===== config.mk =====
export PLATFORM = sky130hd
export DESIGN_NAME = mem_req_buffer
export DESIGN_NICKNAME = d
export VERILOG_FILES = /design/src/rtl/mem_req_buffer.sv
export SDC_FILE = /design/constraint.sdc
export NUM_CORES = 1
export LEC_CHECK = 0
export ABC_AREA = 0
export CORE_ASPECT_RATIO = 0.75
export CORE_MARGIN = 10
export CORE_UTILIZATION = 58
export CTS_CLUSTER_DIAMETER = 50
export DETAILED_ROUTE_END_ITERATION = 8
export PLACE_DENSITY = 0.81
export SLEW_MARGIN = 25
export SYNTH_ARGS = -nofsm -noshare
export SYNTH_HDL_FRONTEND = slang
export SYNTH_SLANG_ARGS = --single-unit
export TNS_END_PERCENT = 30

===== constraint.sdc =====
create_clock -name clk -period 14.4 [get_ports clk]
set_input_delay 1.44 -clock clk [delete_from_list [all_inputs] [get_ports clk]]
set_output_delay 1.44 -clock clk [all_outputs]
set_load 0.005 [all_outputs]

===== src/rtl/mem_req_buffer.sv =====
// mem_req_buffer: request FIFO and single-outstanding issue stage in front of a memory controller
//
// Ports:
//   clk, nReset                    clock (rising edge), asynchronous active-low reset
//   reqValid/reqReady              upstream request handshake; reqReady drops only when the FIFO is full
//   reqAddr/reqWData/reqWrite      request payload (reqWrite=1 write, 0 read)
//   memAddr/memWData/memWrite      payload toward the controller, held while memReq=1
//   memReq                         transaction active toward the controller
//   memResp/memRData               controller status (00 IDLE, 01 BUSY, 10 DONE, 11 ERR) and read data
//   rspValid/rspReady              downstream response handshake
//   rspData/rspErr                 read data (0 for writes/errors), status (00 ok, 01 ERR, 10 timeout)
module mem_req_buffer #(
   parameter int DataWidth = 32,
   parameter int AddrWidth = 32,
   parameter int Depth     = 4,
   parameter int Timeout   = 64
) (
   input  logic                 clk,
   input  logic                 nReset,
   input  logic                 reqValid,
   output logic                 reqReady,
   input  logic [AddrWidth-1:0] reqAddr,
   input  logic [DataWidth-1:0] reqWData,
   input  logic                 reqWrite,
   output logic [AddrWidth-1:0] memAddr,
   output logic [DataWidth-1:0] memWData,
   output logic                 memWrite,
   output logic                 memReq,
   input  logic [1:0]           memResp,
   input  logic [DataWidth-1:0] memRData,
   output logic                 rspValid,
   input  logic                 rspReady,
   output logic [DataWidth-1:0] rspData,
   output logic [1:0]           rspErr
);
   localparam int PW = $clog2(Depth) + 1;
   localparam int EW = AddrWidth + DataWidth + 1;
   localparam int WW = $clog2(Timeout + 1);
   localparam logic [1:0] RESP_DONE = 2'b10;
   localparam logic [1:0] RESP_ERR  = 2'b11;

   typedef enum logic [1:0] {IDLE, ISSUE, WAIT, RESP} state_t;

   state_t        state;
   logic [EW-1:0] fifo [Depth];
   logic [PW-1:0] wptr, rptr;
   logic [WW-1:0] wd;
   logic [EW-1:0] head;
   logic          empty, full, push, pop, finish;

   // Pointers carry one extra wrap bit so full and empty are distinguishable.
   // A pop happens when idle, or straight out of RESP on the response handshake.
   always_comb begin
      empty  = wptr == rptr;
      full   = wptr == {~rptr[PW-1], rptr[PW-2:0]};
      push   = reqValid && !full;
      pop    = !empty && (state == IDLE || (state == RESP && rspReady));
      head   = fifo[rptr[PW-2:0]];
      finish = memResp == RESP_DONE || memResp == RESP_ERR || wd == WW'(Timeout - 1);
   end

   assign reqReady = !full;

   always_ff @(posedge clk)
      if (push) fifo[wptr[PW-2:0]] <= {reqWrite, reqWData, reqAddr};

   always_ff @(posedge clk or negedge nReset)
      if (!nReset) begin
         wptr <= '0;
         rptr <= '0;
      end else begin
         wptr <= wptr + PW'(push);
         rptr <= rptr + PW'(pop);
      end

   always_ff @(posedge clk or negedge nReset) begin
      if (!nReset) begin
         state    <= IDLE;
         memReq   <= 1'b0;
         memAddr  <= '0;
         memWData <= '0;
         memWrite <= 1'b0;
         rspValid <= 1'b0;
         rspData  <= '0;
         rspErr   <= 2'b00;
         wd       <= '0;
      end else begin
         if (pop) begin
            {memWrite, memWData, memAddr} <= head;
            memReq <= 1'b1;
            state  <= ISSUE;
         end
         case (state)
            ISSUE: begin
               wd    <= '0;
               state <= WAIT;
            end
            // DONE beats ERR beats the watchdog when they coincide.
            WAIT: begin
               wd <= wd + WW'(1);
               if (finish) begin
                  memReq   <= 1'b0;
                  rspValid <= 1'b1;
                  state    <= RESP;
                  rspErr   <= memResp == RESP_DONE ? 2'b00 : memResp == RESP_ERR ? 2'b01 : 2'b10;
                  rspData  <= memResp == RESP_DONE && !memWrite ? memRData : '0;
               end
            end
            RESP:
               if (rspReady) begin
                  rspValid <= 1'b0;
                  if (empty) state <= IDLE;
               end
            default: ;
         endcase
      end
   end
endmodule


Yosys cells after proc, flatten, opt, wreduce, memory -nomap -nowiden
Memories as Yosys holds them, arrays and structs flattened. A register that Yosys moved wholly into a read port is not among the register bits.
Index checks and enable logic that the tools add are counted.

word-level totals
  flip-flop bits (word level) = 51
  memory bits (writable) = 260
  output and inout bits = 102
  memories kept = 1

memories
  memory  words  bits a word  rd ports  clocked after Yosys merged registers in  wr ports  RTL line  RTL
  fifo    4      65           1         1                                        1         45        logic [EW-1:0] fifo [Depth];

operators by class
  add/sub/neg operators = 3
  eq/ne operators = 10
  mux-type cells = 17
  bitwise logic cells = 1
  reduce and logical (&&, ||, !) cells = 16

operators with widths
  kind                                                 count
  two-way mux 32 bit                                   1
  one-hot mux 7 bit (2 select lines)                   1
  two-way mux 2 bit                                    6
  equality test 2 bit, second input constant           4
  adder 7 x 1 -> 7 bit, second input constant          1
  equality test 7 x 6 -> 1 bit, second input constant  1
  two-way mux 1 bit                                    7
  adder 3 x 1 -> 3 bit                                 2
  equality test 3 bit                                  2
  one-hot mux 2 bit (3 select lines)                   1
  logical AND 1 bit                                    4
  logical NOT 1 bit                                    4
  != test 2 bit, second input constant                 2
  nonzero test 2 bit                                   2
  logical OR 1 bit                                     3
  AND reduction 3 bit                                  1
  equality test 2 x 1 -> 1 bit, second input constant  1
  logical NOT 2 bit                                    1
  one-hot mux 1 bit (2 select lines)                   1
  AND reduction 2 bit                                  1
  NOT 1 bit                                            1

Depth between registers and ports, before layout
  word-level depth = 8
  gate-level depth with buffers = 9

Least setup slack after synthesis
No wires, ideal clock.

  path kind = input to register
  start = input reqValid
  end = memory fifo[2][0] (netlist name), enable pin
  setup time = 0.581 ns
  arrival time = 6.396 ns
  slack = 7.422 ns
  cell stages on the path = 2
  buffers on the path = 0
  path through = o21ai_0 -> nor3b_1

on the way
  longest elaborated chain between the ends = 3

RTL lines
  item                                     RTL line  RTL
  start: declaration                       20        input logic reqValid,
  logical AND 1 bit                        56        push = reqValid && !full;
  two-way mux 1 bit                        65        if (push) fifo[wptr[PW-2:0]] <= {reqWrite, reqWData, reqAddr};
  two-way mux 1 bit (implied by the code)  65
  end: declaration                         45

No other way between the ends.

Worst setup path in the final report
  start = register rptr[1]
  end = output reqReady

on the way
  longest elaborated chain between the ends = 2

RTL lines
  item                      RTL line  RTL
  start: declaration        46        logic [PW-1:0] wptr, rptr;
  start signal: assignment  73        rptr <= rptr + PW'(pop);
  equality test 3 bit       55        full = wptr == {~rptr[PW-1], rptr[PW-2:0]};
  logical NOT 1 bit         62        assign reqReady = !full;
  end: declaration          21        output logic reqReady,

No other way between the ends.

==> results by group <==
Outcome
  • Status: finished clean

Layout
  • Synth-to-layout area growth: 25.14%
  • Area of the multi-input gates: 3112 µm²
  • Layout cells sized above 1: 21.10%
  • FF+latch area: 10720 µm²
  • NumNets Final: 1048
  • Commonest non-fill, non-tap cells in the layout: edfxtp_1 (260), clkdlybuf4s50_1 (203), dfrtp_1 (114)
  • Filler cell count: 1388
  • Most common cell after layout, fill and taps aside: edfxtp_1
  • Fin cells: 1294

Global routing
  • Initial antenna violation count: 1
  • First-pass GRT wire length: 46.52 mm
  • Largest net degree at the start of global routing: 72
  • Total grt overflow: 0
  • Vias in the first global route: 7806
  • GRT Util Overall: 19.19%

Worst setup path
  • Arr. time, crit path: 2740 ps
  • Crit path required time: 12960 ps
  • Crit path kind: flop to primary output
  • Crit. End Element: primary output
  • R2R Path End: fifo[1][19]$_DFFE_PP_
  • Worst-path maximum fanout: 67
  • Worst r2r src: rptr[1]$_DFF_PN0_
  • Reg2Reg Setup Slack: 11160 ps
  • Startpoint Class: flop
  • R2R depth: 5

Detailed routing
  • Router iterations before antenna repair: 4
  • DRT Wirelength: 29.52 mm
  • Vias per cell: 5.620
  • Antenna viol nets, final: 0
  • Detailed router's first-iteration violation count: 441
  • Vias: 7272
  • DRC viols: 0
  • Routed wire length per instance: 22.81 µm

Floorplanning
  • Die area: 31050 µm²
  • Total core area: 23970 µm²
  • Num rows: 49
  • Initial Util: 58.90%
  • IO Pins: 205
  • Chip height: 155.1 µm
  • Die width: 200.2 µm

Timing
  • WHS: 495.5 ps
  • Max frequency: 239.3 MHz
  • Fin crit share: 29.02%
  • Minimum clock period: 4179 ps
  • Max-slew violations: 0
  • Final hold vios: 0
  • Final setup viols: 0
  • Rel. slew slack: 32.43%
  • RSZ-0062 raised after global routing: false
  • Setup tns final: 0 ps
  • Post-Route Skew: 19.60 ps
  • Worst Max-Slew Pin Slew: 1008 ps

Synthesis
  • Synthesis-stage register bit count: 376
  • Post-synth EDFFs: 260
  • Seq/Total Area, Yosys: 75.86%
  • Ys async rst share: 30.85%
  • Syn Inst Count: 718
  • Avg Cell Area, Syn: 19.66 µm²
  • Top cells by area, synth: edfxtp_1 (55%), dfrtp_1 (21%), mux4_2 (10%), mux2_2 (4.5%), o21ai_0 (1.5%)
  • Most area-hungry cell type in the Yosys netlist: edfxtp_1
  • Synth top area share: 55.30%
  • Ys Warns: 0
  • Post-synth cell types: 37
  • Syn Nets: 830
  • Synth Flop Type: edfxtp_1
  • Post-Syn Area: 14120 µm²

Worst hold path
  • Worst hold path type: flop to flop
  • Hold path cells: 2
  • Worst hold path startpoint: memReq$_DFF_PN0_
  • Hold EP: memReq$_DFF_PN0_

Clock network
  • Clk Latency, worst-skew pair: 510 ps
  • Root buffer cell: clkbuf_16
  • Max clock buf depth: 3
  • TritonCTS Buffers: 37
  • H-tree Lvls: 2
  • Sink Count: 376
  • Reg clk slew, reported paths: 60 ps
  • TritonCTS clock tree: built
  • Postcts setup bufs: 0
  • CTS-repair resized insts: 0
  • Hold Buf Count CTS: 0

Flow run
  • Max cap viols: 0

Power
  • Total power: 3.828 mW
  • PwrDens: 216.6 nW/µm²
  • P_leak: 6.282 nW
  • Peak supply drop: 136.6 µV

Place
  • Port bufs: 204
  • Cells after DPL: 1228
  • Final Wtd Congestion: 0.7649
  • DP HPWL: 18.05 mm
## worst max-delay path, cell delays in order (launching register included)
cell,delay (ps)
dfrtp_4,1090
xnor2_1,320
and2_1,220
nand2_1,60
clkdlybuf4s50_1,520
## synthesized netlist by cell type (all sizes together), types with 2 or more instances
master and instances:
xnor2 3, edfxtp 260, mux2 66, mux4 65
nand4 2, and2 2, ha 9, nand2 9
o21ai 42, nor2b 2, nor2 4, clkbuf 14
nand3 37, buf 19, a21oi 2, o31ai 2
nor3b 3, inv 43, nor3 2, xor2 4
dfrtp 116
## cell families after synthesis
kind of cell / Yosys count / share of synthesized area [%]
AO/OA/AOI/OAI: 53 / 2.260
adder cells (fa/ha/maj): 9 / 0.7976
multiplexers: 132 / 15.97
XOR/XNOR: 7 / 0.4343
flip-flops: 376 / 75.86
AND/OR/NAND/NOR: 65 / 2.340
buffers and inverters: 76 / 2.340
## worst max path at each step
stage	from	endpoint	slack, ps	cells past startpoint
floorplan	reqValid	fifo[2][0]$_DFFE_PP_	7420	2
global placement	rspReady	rptr[2]$_DFF_PN0_	10700	7
detailed placement	rspReady	rptr[2]$_DFF_PN0_	10630	7
CTS	rptr[1]$_DFF_PN0_	reqReady	10160	4
global route	rptr[1]$_DFF_PN0_	reqReady	10060	4
finish	rptr[1]$_DFF_PN0_	reqReady	10220	4
## layout make-up
cell class	count	area share, %
clock buffers	43	5.481
well taps	331	2.344
inverters	43	0.9135
repair buffers	212	11.90
clock inverters	22	1.069
flip-flops and latches	376	60.66
multi-input cells	266	17.61
diodes	1	0.01416
## sequential cells by signal, indices dropped and copies added (netlist names)
register and count:
state 2, wd 7, wptr 3, rptr 3, rspErr 2, memWrite 1
fifo 260, memReq 1, memAddr 32, rspValid 1, memWData 32, rspData 32
## metal layers
| metal | part of all wire (%) | GRT usage [%] | wire length (µm) |
|---|---|---|---|
| met2 | 49 | 30.75 | 14460 |
| met4 | 2.4 | 6.307 | 703 |
| met3 | 6.3 | 4.711 | 1845 |
| met1 | 42 | 25.56 | 12510 |
| met5 | 0 | 0 | 0 |
## where the power goes
group / internal [mW] / switching, mW
sequential: 1.50 / 0.189
combinational: 0.707 / 0.503
clock: 0.536 / 0.389
## through the flow
stage	utilization [%]	worst slack [ps]	area [µm²]
6_report	73.70	10220	17670
2_1_floorplan	-	7422	14120
3_5_place_dp	68.85	10630	16500
5_1_grt	73.70	10060	17670
4_1_cts	73.68	10160	17660
3_3_place_gp	68.85	10700	16500
No activity file was read; power rests on OpenSTA's default activity.
